`config.mk`:
```
export PLATFORM = sky130hd
export DESIGN_NAME = deserializer_fsm
export DESIGN_NICKNAME = d
export VERILOG_FILES = /design/src/rtl/deserializer_fsm.sv
export SDC_FILE = /design/constraint.sdc
export NUM_CORES = 1
export LEC_CHECK = 0
export ABC_AREA = 0
export BUFFER_PORTS_ARGS = -buffer_cell sky130_fd_sc_hd__buf_2
export CORE_MARGIN = 1.5
export CORE_UTILIZATION = 28
export CTS_CLUSTER_SIZE = 10
export DETAILED_ROUTE_END_ITERATION = 10
export SLEW_MARGIN = 30
export SYNTH_ARGS = -nofsm -noshare
export SYNTH_HDL_FRONTEND = slang
export SYNTH_SLANG_ARGS = --single-unit
```
`constraint.sdc`:
```
create_clock -name i_clk -period 2.1 [get_ports i_clk]
set_input_delay 0.315 -clock i_clk [delete_from_list [all_inputs] [get_ports i_clk]]
set_output_delay 0.315 -clock i_clk [all_outputs]
set_load 0.01 [all_outputs]
```
`src/rtl/deserializer_fsm.sv`:
```
// Serial-to-parallel word assembler with a valid/ready output handshake.
// Two-state FSM: collect LENGTH bits, then present the word until consumed.
module deserializer_fsm #(
  parameter int LENGTH    = 24,
  parameter bit LSB_FIRST = 1'b1
) (
  input  logic                       i_clk,
  input  logic                       i_rst_n,
  input  logic                       i_en,
  input  logic                       i_din,
  input  logic                       i_din_valid,
  output logic                       o_ready,
  output logic [LENGTH-1:0]          ov_dout,
  output logic                       o_dout_valid,
  input  logic                       i_ready,
  output logic [$clog2(LENGTH):0]    ov_bit_count
);

  localparam int CW = $clog2(LENGTH) + 1;
  localparam logic [CW-1:0] LAST = CW'(LENGTH - 1);

  // One-hot codes leave 2'b00/2'b11 as illegal, recovered to S_RECV.
  typedef enum logic [1:0] {
    S_RECV = 2'b01,
    S_HOLD = 2'b10
  } state_t;

  state_t            state_q;
  state_t            state_d;
  logic              ready_q;
  logic              ready_d;
  logic              valid_q;
  logic              valid_d;
  logic [LENGTH-1:0] dout_q;
  logic [LENGTH-1:0] dout_d;
  logic [LENGTH-1:0] sh_q;
  logic [LENGTH-1:0] sh_d;
  logic [LENGTH-1:0] sh_next;
  logic [CW-1:0]     cnt_q;
  logic [CW-1:0]     cnt_d;

  always_ff @(posedge i_clk or negedge i_rst_n) begin
    if (!i_rst_n) begin
      state_q <= S_RECV;
      ready_q <= 1'b1;
      valid_q <= 1'b0;
      dout_q  <= '0;
      sh_q    <= '0;
      cnt_q   <= '0;
    end else begin
      state_q <= state_d;
      ready_q <= ready_d;
      valid_q <= valid_d;
      dout_q  <= dout_d;
      sh_q    <= sh_d;
      cnt_q   <= cnt_d;
    end
  end

  always_comb begin
    state_d = state_q;
    ready_d = ready_q;
    valid_d = valid_q;
    dout_d  = dout_q;
    sh_d    = sh_q;
    cnt_d   = cnt_q;
    if (LSB_FIRST)
      sh_next = {i_din, sh_q[LENGTH-1:1]};
    else
      sh_next = {sh_q[LENGTH-2:0], i_din};
    if (i_en) begin
      case (state_q)
        S_RECV: begin
          ready_d = 1'b1;
          if (i_din_valid && ready_q) begin
            sh_d = sh_next;
            if (cnt_q == LAST) begin
              dout_d  = sh_next;
              valid_d = 1'b1;
              ready_d = 1'b0;
              cnt_d   = '0;
              state_d = S_HOLD;
            end else begin
              cnt_d = cnt_q + CW'(1);
            end
          end
        end
        S_HOLD: begin
          ready_d = 1'b0;
          if (i_ready) begin
            valid_d = 1'b0;
            ready_d = 1'b1;
            state_d = S_RECV;
          end
        end
        default: begin
          state_d = S_RECV;
          ready_d = 1'b1;
          valid_d = 1'b0;
          cnt_d   = '0;
        end
      endcase
    end
  end

  assign o_ready      = ready_q & i_en;
  assign ov_dout      = dout_q;
  assign o_dout_valid = valid_q;
  assign ov_bit_count = cnt_q;

endmodule

```
==> impl_metrics.env <==
export IMPL_status="completed"
export IMPL_hold_path_class="in -> reg"
export IMPL_clock_sinks=56
export IMPL_tns_ns=0
export IMPL_rows=32
export IMPL_core_um2=7807
export IMPL_synth_nets=160
export IMPL_vias_per_cell=4.383
export IMPL_cp_slowest_cell="dfstp_2"
export IMPL_finalHoldViolations=0
export IMPL_drt_pass1_iter_count=4
export IMPL_drc=0
export IMPL_wl_per_cell_um=12.80
export IMPL_critical_path_max_stage_delay_ns=0.55
export IMPL_ys_flop_type="dfrtp_1"
export IMPL_slew_headroom_pct=75.14
export IMPL_syn_inst=151
export IMPL_drt_iter0_drc=53
export IMPL_power_internal_w=0.001936
export IMPL_clk_latency_ns=0.31
export IMPL_whs_ns=0.2771
export IMPL_tightest_slew_ns=0.3635
export IMPL_leakage_nw=1.384
export IMPL_fp_dieH_um=93.28
export IMPL_grt_antenna_before_repair=0
export IMPL_power_switching_w=0.0008865
export IMPL_grt_max_degree=57
export IMPL_areaGrowthSynthToFinish_pct=19.13
export IMPL_worst_path_max_fanout=13
export IMPL_clock_root_buffer="clkbuf_8"
export IMPL_p_comb_share_pct=25.2
export IMPL_grt_pass1_vias=1328
export IMPL_rsz0062_at_grt="false"
export IMPL_htreeDepth=2
export IMPL_grt_overflow=0
export IMPL_boundaryPins=38
export IMPL_swShare_pct=31.41
export IMPL_critPathRequiredTime_ns=2.30
export IMPL_synthTopCellsByArea="dfrtp_1 59%, mux2_2 23%, dfstp_2 2.3%"
export IMPL_start_util_pct=29.23
export IMPL_drt_total_wl_um=3841
export IMPL_period_needed_ns=1.923
export IMPL_crit_buf_inv=1
export IMPL_power_density_nw_per_um2=1038
export IMPL_cts_buffers=5
export IMPL_yosys_cell_types_count=31
export IMPL_fin_nets=206
export IMPL_synth_top_area_cell="dfrtp_1"
export IMPL_tritoncts="yes"
export IMPL_cap_violations=0
export IMPL_synth_avg_cell_area_um2=15.11
export IMPL_peakVddDrop_uv=305.8
export IMPL_clkPwrFrac_pct=21.0
export IMPL_critPathLaunchType="register"
export IMPL_vias=1315
export IMPL_place_congestion=0.7157
export IMPL_async_flop_share_pct=100.0
export IMPL_cts_resized=0
export IMPL_power_frac_seq_pct=53.9
export IMPL_path_delay_family="flip-flops"
export IMPL_cts_path_max_buffers=2
export IMPL_final_setup_skew_ns=0.008612
export IMPL_gr_usage_all_layers_pct=9.671
export IMPL_drive_gt1_share_pct=52.53
export IMPL_fin_crit_sh_pct=91.58
export IMPL_grt_pass1_wl_um=6548
export IMPL_ys_ff_latch=56
export IMPL_ant_nets=0
export IMPL_fmax_mhz=520.0
export IMPL_synth_edf_count=0
export IMPL_drv_slew=0
export IMPL_path_class="reg -> reg"
export IMPL_hpwlAfterDp_um=2608
export IMPL_synth_top_area_share_pct=59.21
export IMPL_diodes=0
export IMPL_ys_seq_area_share_pct=61.51
export IMPL_die_w_um=93.28
export IMPL_crit_arrival_ns=2.12
export IMPL_netlist_area_um2=2282
export IMPL_crit_chain="ha_1 -> nand4_4 -> nor4_4 -> buf_4 -> mux2_2"
export IMPL_yosys_warnings=0
export IMPL_cp_end_kind="register"
export IMPL_die_area_um2=8701
export IMPL_setup_violations=0
export IMPL_fillers=792
export IMPL_clk_transition_reported_paths_ns=0.10
export IMPL_port_buffers=37
==> per-layer routing <==
layer	share of wire, %	up-vias	GRT usage (%)	wire (um)
met3	3.8	2	2.846	147
met4	0.55	0	3.409	21
li1	-	635	-	-
met5	0	-	0	0
met1	49	652	12.74	1885
met2	47	26	15.10	1787
==> final cells by class <==
type,instances,area (um2),area share (%)
Timing Repair Buffer,44,252.7,9.296
Sequential cell,56,1404,51.63
Clock buffer,5,68.82,2.531
Inverter,3,11.26,0.4142
Clock inverter,3,22.52,0.8283
Tap cell,102,127.6,4.694
Multi-Input combinational cell,87,832.0,30.60
==> through the flow <==
stage	util [%]	power (W)	area, um2	cells	setup WS (ns)
2_1_floorplan	-	0.002000	2282	151	0.07007
3_3_place_gp	33.53	0.002237	2618	291	0.2046
3_5_place_dp	33.53	0.002264	2618	291	0.1706
4_1_cts	34.82	0.002875	2719	300	0.1434
5_1_grt	34.82	0.003031	2719	300	0.04456
6_report	34.82	0.002822	2719	300	0.1768
==> cell usage in the layout, fill, tap and decap left out, types with 2 or more instances in the layout <==
| cell | count |
|---|---|
| dfstp_2 | 2 |
| nand2b_1 | 2 |
| and2_1 | 2 |
| nor2b_1 | 2 |
| ha_1 | 3 |
| o21ai_0 | 3 |
| dfrtp_1 | 54 |
| o31ai_1 | 3 |
| buf_2 | 37 |
| buf_4 | 5 |
| mux2_2 | 47 |
| inv_1 | 3 |
| nor2_1 | 2 |
| nand3_1 | 2 |
| nand2_1 | 6 |
| clkbuf_8 | 5 |
==> repair_timing <==
item | 4_1_cts | 5_1_grt
setup buffers | 0 | 0
hold endpoints to repair | 51 | 0
hold buffers | 1 | 0
==> synthesized netlist by cell type (all sizes together), types with 2 or more instances <==
master and count:
o21ai 3, nor2b 2, ha 3, inv 3, dfstp 2, nor2 2
mux2 48, o31ai 3, buf 5, nand2 6, nand2b 2, dfrtp 54
nand3 2, and2 2
==> flip-flops by register name (all words and copies together), names as in the netlist <==
signal        flops
ov_dout          24
ov_bit_count      6
sh_q             23
ready_q           1
state_q           2
==> kinds of logic (layout without fill, tap and decap cells) <==
group / after synthesis / after routing / share of synthesized area [%]
buffers and inverters: 8 / 55 / 2.028
DFF: 56 / 56 / 61.51
muxes: 49 / 49 / 24.12
adders and majority gates: 3 / 3 / 1.645
AOI/OAI and AO/OA: 14 / 14 / 4.441
and+or+nand+nor: 21 / 21 / 6.250
==> worst paths after layout <==
check,startpoint,endpoint,slack [ns],cells after the start
worst max-delay path,state_q[0],ov_dout[9],0.18,5
worst min-delay path,i_din,sh_q[23],0.28,2
worst max register to register,state_q[0],ov_dout[9],0.18,5
worst min register to register,ov_dout[5],ov_dout[5],0.51,1
max in group asynchronous,i_rst_n,state_q[0],1.28,3
min in group asynchronous,i_rst_n,ov_dout[8],0.53,3
==> power groups by stage <==
stage          logic, W  registers, W  clock network [W]
2_1_floorplan  0.000485       0.00152                  0
3_3_place_gp   0.000696       0.00154                  0
3_5_place_dp   0.000720       0.00154                  0
4_1_cts        0.000723       0.00152           0.000629
5_1_grt        0.000802       0.00156           0.000671
6_report       0.000710       0.00152           0.000592
No activity file was read; power rests on OpenSTA's default activity.
